==> config.mk <==
export PLATFORM = sky130hd
export DESIGN_NAME = wl_burst_decoder
export DESIGN_NICKNAME = d
export VERILOG_FILES = /design/src/rtl/wl_pkg.sv /design/src/rtl/onehot_dec.sv /design/src/rtl/wl_burst_decoder.sv
export SDC_FILE = /design/constraint.sdc
export NUM_CORES = 1
export LEC_CHECK = 0
export CORE_ASPECT_RATIO = 0.6
export CORE_UTILIZATION = 40
export CTS_BUF_LIST = sky130_fd_sc_hd__clkbuf_16
export DETAILED_ROUTE_END_ITERATION = 16
export SLEW_MARGIN = 20
export SYNTH_ARGS = -nofsm -noshare
export SYNTH_HDL_FRONTEND = slang
export SYNTH_SLANG_ARGS = --single-unit
==> constraint.sdc <==
create_clock -name clk -period 5.2 [get_ports clk]
set_input_delay 1.04 -clock clk [delete_from_list [all_inputs] [get_ports clk]]
set_output_delay 1.04 -clock clk [all_outputs]
set_load 0.01 [all_outputs]
==> src/rtl/wl_pkg.sv <==
// ----------------------------------------------------------------------------
// wl_pkg
// Shared definitions for the word-line burst decoder: command mode encodings,
// FSM state encodings and a small constant helper used for counter sizing.
// ----------------------------------------------------------------------------
package wl_pkg;

   // Command modes as presented on the 2-bit mode input.
   typedef enum logic [1:0] {
      MODE_SINGLE  = 2'b00,
      MODE_BURST   = 2'b01,
      MODE_BCAST   = 2'b10,
      MODE_ILLEGAL = 2'b11
   } mode_e;

   // Sequencer states.
   typedef enum logic [1:0] {
      ST_IDLE  = 2'd0,
      ST_PULSE = 2'd1,
      ST_GAP   = 2'd2,
      ST_DONE  = 2'd3
   } state_e;

   // Larger of two integers; used at elaboration time only.
   function automatic int max_int(input int a, input int b);
      return (a > b) ? a : b;
   endfunction

endpackage : wl_pkg

==> src/rtl/onehot_dec.sv <==
// ----------------------------------------------------------------------------
// onehot_dec
// Combinational binary-to-one-hot decoder.
//   bin_in     : row index
//   en         : when low the output is all zeros
//   onehot_out : 2**ADDR_W wide, bit bin_in set when enabled
// ----------------------------------------------------------------------------
module onehot_dec #(
   parameter int ADDR_W = 4
) (
   input  logic [ADDR_W-1:0]      bin_in,
   input  logic                   en,
   output logic [(2**ADDR_W)-1:0] onehot_out
);

   localparam int ROWS = 2**ADDR_W;

   // NOTE: every output of a combinational block gets a value on every path
   // (default first), otherwise synthesis infers a latch.
   always_comb begin
      onehot_out = '0;
      if (en) onehot_out = ROWS'(1) << bin_in;
   end

endmodule : onehot_dec

==> src/rtl/wl_burst_decoder.sv <==
// ----------------------------------------------------------------------------
// wl_burst_decoder
// Word-line pulse sequencer. A command selects one row (SINGLE), a run of
// len+1 consecutive rows with wrap-around (BURST) or every row at once
// (BROADCAST). Each row is held for PULSE_CYC cycles; burst rows are separated
// by GAP_CYC all-zero cycles so two rows are never driven together.
//   clk, rst_n   : clock, asynchronous active-low reset
//   start_valid  : command request; start_ready high when it can be taken
//   mode/addr/len: command fields, captured on acceptance
//   abort        : cancel the active command (ignored when idle)
//   wl_out       : registered word-line drive
//   cur_addr     : row currently driven (holds its value when idle)
//   busy         : command in progress
//   done / err   : one-cycle completion pulse / illegal-mode flag with done
// ----------------------------------------------------------------------------
module wl_burst_decoder
   import wl_pkg::*;
#(
   parameter int ADDR_W    = 4,
   parameter int PULSE_CYC = 4,
   parameter int GAP_CYC   = 1
) (
   input  logic                   clk,
   input  logic                   rst_n,
   input  logic                   start_valid,
   output logic                   start_ready,
   input  logic [1:0]             mode,
   input  logic [ADDR_W-1:0]      addr,
   input  logic [ADDR_W-1:0]      len,
   input  logic                   abort,
   output logic [(2**ADDR_W)-1:0] wl_out,
   output logic [ADDR_W-1:0]      cur_addr,
   output logic                   busy,
   output logic                   done,
   output logic                   err
);

   localparam int ROWS  = 2**ADDR_W;
   localparam int CNT_W = $clog2(max_int(PULSE_CYC, GAP_CYC) + 1);
   localparam logic [CNT_W-1:0] PULSE_END = CNT_W'(PULSE_CYC - 1);
   localparam logic [CNT_W-1:0] GAP_END   = CNT_W'(GAP_CYC - 1);

   state_e            state;
   logic [CNT_W-1:0]  cnt;        // cycles spent in the current PULSE/GAP
   logic [ADDR_W:0]   rows_left;  // burst rows still to drive after this one
   logic [ADDR_W-1:0] dec_addr;
   logic [ROWS-1:0]   dec_out;

   // Whenever wl_out is loaded with a row it is either the incoming command
   // address (leaving IDLE) or the already-advanced cur_addr (leaving GAP).
   assign dec_addr = (state == ST_IDLE) ? addr : cur_addr;

   onehot_dec #(.ADDR_W(ADDR_W)) u_dec (
      .bin_in     (dec_addr),
      .en         (1'b1),
      .onehot_out (dec_out)
   );

   assign start_ready = (state == ST_IDLE);
   assign busy        = (state != ST_IDLE);

   // NOTE: sequential state uses non-blocking assignments only, so every
   // register samples the pre-edge values regardless of statement order.
   always_ff @(posedge clk or negedge rst_n) begin
      if (!rst_n) begin
         state     <= ST_IDLE;
         wl_out    <= '0;
         cur_addr  <= '0;
         done      <= 1'b0;
         err       <= 1'b0;
         cnt       <= '0;
         rows_left <= '0;
      end else begin
         done <= 1'b0;
         err  <= 1'b0;
         if (abort && state != ST_IDLE) begin
            state     <= ST_IDLE;
            wl_out    <= '0;
            cnt       <= '0;
            rows_left <= '0;
         end else begin
            case (state)
               ST_IDLE: begin
                  if (start_valid) begin
                     cur_addr <= addr;
                     cnt      <= '0;
                     if (mode == MODE_ILLEGAL) begin
                        // Illegal mode completes immediately, never drives rows.
                        state     <= ST_DONE;
                        done      <= 1'b1;
                        err       <= 1'b1;
                        rows_left <= '0;
                     end else begin
                        state     <= ST_PULSE;
                        wl_out    <= (mode == MODE_BCAST) ? '1 : dec_out;
                        rows_left <= (mode == MODE_BURST) ? {1'b0, len} : '0;
                     end
                  end
               end
               ST_PULSE: begin
                  if (cnt == PULSE_END) begin
                     cnt    <= '0;
                     wl_out <= '0;
                     if (rows_left != '0) begin
                        state     <= ST_GAP;
                        rows_left <= rows_left - (ADDR_W + 1)'(1);
                        cur_addr  <= cur_addr + ADDR_W'(1);  // wraps modulo ROWS
                     end else begin
                        state <= ST_DONE;
                        done  <= 1'b1;
                     end
                  end else begin
                     cnt <= cnt + CNT_W'(1);
                  end
               end
               ST_GAP: begin
                  if (cnt == GAP_END) begin
                     cnt    <= '0;
                     state  <= ST_PULSE;
                     wl_out <= dec_out;
                  end else begin
                     cnt <= cnt + CNT_W'(1);
                  end
               end
               default: begin  // ST_DONE
                  state <= ST_IDLE;
               end
            endcase
         end
      end
   end

endmodule : wl_burst_decoder

* Word level (Yosys, flattened, before mapping) *
Index checks and enable logic that the tools add are counted.

storage, ports and cells
  register bits after elaboration = 32
  bits in latches = 0
  bits in writable memories = 0
  ROM bits = 0
  output and inout port bits = 24
  word-level logic and storage cells = 78
  memories kept = 0

cells by class
  $add $sub $neg = 3
  multipliers = 0
  div/mod/pow operators = 0
  order comparisons = 0
  equal/unequal tests = 14
  shifts and indexed selects = 1
  multiplexer cells = 39
  bitwise logic cells = 1
  reductions and logical operators = 13

operators by type and width
  cell                                                                   count
  16-bit 2-to-1 mux                                                      6
  16-bit one-hot mux with 3 select lines                                 1
  4-bit 2-to-1 mux                                                       6
  5-bit 2-to-1 mux                                                       4
  1-bit by 4-bit << shifter with 16-bit output, first input constant     1
  3-bit 2-to-1 mux                                                       4
  3-bit != test, second input constant                                   4
  2-bit 2-to-1 mux                                                       5
  5-bit one-hot mux with 2 select lines                                  1
  5-bit AND reduction                                                    2
  3-bit one-hot mux with 3 select lines                                  1
  1-bit 2-to-1 mux                                                       8
  4-bit one-hot mux with 2 select lines                                  1
  2-bit equality test, second input constant                             3
  2-bit != test, second input constant                                   3
  2-bit one-hot mux with 3 select lines                                  1
  5-bit nonzero test                                                     1
  5-bit by 1-bit subtractor with 5-bit output, second input constant     1
  4-bit by 1-bit adder with 4-bit output, second input constant          1
  2-bit by 1-bit equality test with 1-bit output, second input constant  2
  4-bit AND reduction                                                    1
  2-bit nonzero test                                                     2
  4-bit nonzero test                                                     1
  3-bit by 1-bit adder with 3-bit output, second input constant          1
  10 further kinds                                                       10

* Depth between registers and ports, before layout *
  depth in word-level cells = 8
  mapped depth = 9
  mapped depth without buffers = 7

* By module *
A second synthesis with hierarchy kept.

unflattened totals
  cell total of the unflattened synthesis = 205
  area total of the unflattened synthesis = 1945.6 um^2

modules (own cells, without submodules)
  module            instances  cells an instance  area each (um^2)  seq. area each (um^2)
  wl_burst_decoder  1          182                1825.5            800.8
  onehot_dec        1          23                 120.1             0.0

* Least setup slack after synthesis *
OpenSTA, ideal clock, no wires.

  kind = register to output
  start point = register state[0]
  end point = output busy
  data arrival time = 0.999 ns
  data required time = 4.160 ns
  slack = 3.161 ns
  cell stages (with the launch flop) = 5
  buffers on the path = 1
  cells stage by stage = dfrtp_1 -> inv_1 -> ha_1 -> buf_4 -> inv_1

on the way
  cells in the longest elaborated chain, start to end = 1

RTL lines
  what                    line                    text
  start, declared         wl_burst_decoder.sv:43  state_e state;
  start signal, assigned  wl_burst_decoder.sv:66  state <= ST_IDLE;
  start signal, assigned  wl_burst_decoder.sv:77  state <= ST_IDLE;
  start signal, assigned  wl_burst_decoder.sv:89  state <= ST_DONE;
  2-bit nonzero test      wl_burst_decoder.sv:60  assign busy = (state != ST_IDLE);
  end, declared           wl_burst_decoder.sv:33  output logic busy,

No other way between the ends.

* Final worst setup path *
Same ends and word-level chain as after synthesis.

==> reports/metrics.cfg <==
[run_status]
run_status=completed

[power_and_ir_drop]
power_density_nw_per_um2=651.5
vdd_ir_drop_max_uv=291.3
p_leak_nw=1.115

[worst_setup_path]
path_class=reg2out
cp_max_fo=14
r2r_slack_ps=2890
crit_path_frequent_cell=inv_1
r2r_end=wl_out[0]
cp-endpoint=busy
crit_chain=inv_1, ha_1, inv_1, clkdlybuf4s50_1
r2r-start=state[0]
cpMaxStageDelayCell=ha_1
critPathCaptureType=output pin
start_kind=flip-flop
ff2ff_path_depth=7
cp.arrival_ps=1990
crit_start=state[0]
crit_required_ps=4160
slowest_delay_ps=500

[logic_synthesis]
syn_nets=254
yosysWarnings=0
syn_inst=229
ys_seq_area_share_pct=39.46
ys_seq_elements=32
yosysTopAreaCell=dfrtp_1
synthArstFlopShare_pct=100.0
ys_types=48
synth_top_area_share_pct=39.46
synth_top_flop_cell=dfrtp_1
avgSynthCellArea_um2=8.862
ys_top_cells_by_count=a21oi_1 (32), dfrtp_1 (32), nand2_1 (32)
synth-edff-count=0
syn_area_um2=2029
yosys-top-cells-area=dfrtp_1 (39%), a21oi_1 (7.9%), ha_1 (6.8%)

[drt]
viasPerCell=5.431
firstDrtPassIters=5
route.detailed.drc=0
final_antenna_net_count=0
wirelength_um=5244
drt_iter0_markers=139
wire_per_inst_um=15.80
vias=1803

[clock_tree]
clockRootBuffer=clkbuf_16
cts_tree=built
cts_made_buffers=5
ctsResizeCount=0
insertion_delay_ps=280
clkSinkCount=32
clockBufferDepth=2
clk_pin_slew_worst_paths_ps=50
cts_hold_buf=0
htreeDepth=2
cts_setup_buffers=0

[sta]
fin_hold_ws_ps=483.8
max_freq_mhz=330.4
max_slew.worst_pin.slew_ps=865.1
slew_violations=0
fin_crit_ps=3027
skew_ps=5.097
tns_ps=0
finalSetupViolCount=0
rsz0062_at_grt=false
relSlewSlack_pct=42.07
period_share_pct=58.21
finalHoldViolations=0

[global_route]
overflow=0
antenna_found_initial=0
grtUsageTotal_pct=21.74
grt_max_degree=33
grt_pass1_vias=1636
grt_pass1_wl_um=8618

[floorplan]
num_rows=19
fp.dieH_um=57.18
design.core.area_um2=4731
start_util_pct=42.90
die_area_um2=5372
pin_count=38
die_w_um=93.96

[layout]
synthToLayoutAreaGrowth_pct=28.91
regArea_um2=800.8
num_antenna_cells=0
multi_input_area_um2=1127
utilization_pct=55.30
nets=293
fillCellCount=445
final_layout_size_suffix_gt1_share_pct=9.665

[place]
dp_hpwl_um=3883
gp_congestion=0.8474
portBuffers=37

[hold_path]
hold_class=reg2reg

[flow_run]
drv_cap=0

cell type report:
cell class | count | area share [%]
multi-input cells | 175 | 43.09
flip-flops and latches | 32 | 30.61
repair buffers | 40 | 15.02
clock buffers | 5 | 4.782
well taps | 63 | 3.013
inverters | 14 | 2.009
clock inverters | 3 | 1.483
cells in the final DEF (no fill, tap or decap), types with 11 or more instances in the layout:
cell,count
dfrtp_1,32
o21ai_0,16
inv_1,15
nor2_1,16
clkdlybuf4s50_1,37
a21oi_1,32
ha_1,11
o21ai_1,11
nand2_1,32
critical path, delay by kind of cell (launching register included):
| kind | cells | cell delay [ps] |
|---|---|---|
| adder cells (fa/ha/maj) | 1 | 500 |
| flip-flops | 1 | 450 |
| buffers and inverters | 3 | 760 |
state kept, by name, indices dropped and copies added, names as in the netlist:
name,cells
wl_out,16
rows_left,5
cur_addr,4
cnt,3
state,2
done,1
err,1
metal layers:
layer / part of all wire, % / global-route usage (%) / up-vias
met4: 0.38 / 3.956 / 0
met3: 4.8 / 6.400 / 2
met5: 0 / 0 / -
met2: 38 / 27.11 / 45
met1: 57 / 35.82 / 860
li1: - / - / 896
through the flow:
stage	total power [mW]	cell area [um2]	std cells	setup WS, ps
finish	1.705	2616	332	2173
global route	1.841	2616	332	2047
CTS	1.703	2616	332	2185
detailed placement	1.367	2452	324	2391
global placement	1.360	2452	324	2450
floorplan	1.072	2029	229	3161
kinds of logic (layout without fill, tap and decap cells):
family | count (synthesis) | after routing | synth area share, %
AOI/OAI and AO/OA | 82 | 82 | 27.37
adders and majority gates | 11 | 11 | 6.782
buffers and inverters | 22 | 62 | 4.993
DFF | 32 | 32 | 39.46
muxes | 5 | 5 | 2.589
and+or+nand+nor | 77 | 77 | 18.80
how the worst min path moves through the flow:
stage	slack (ps)	from	to	cells past startpoint
finish	480	wl_out[4]	wl_out[4]	2
global placement	470	wl_out[8]	wl_out[8]	2
CTS	490	wl_out[12]	wl_out[12]	2
floorplan	510	wl_out[3]	wl_out[3]	2
global route	520	wl_out[4]	wl_out[4]	2
detailed placement	480	wl_out[8]	wl_out[8]	2
report_power, final:
| group | internal [mW] | switching, mW | total (mW) |
|---|---|---|---|
| clock | 0.223 | 0.108 | 0.331 |
| combinational | 0.383 | 0.580 | 0.964 |
| sequential | 0.332 | 0.0780 | 0.410 |
| total | 0.938 | 0.766 | 1.70 |
Note: power is estimated with default switching activity, not from simulation.
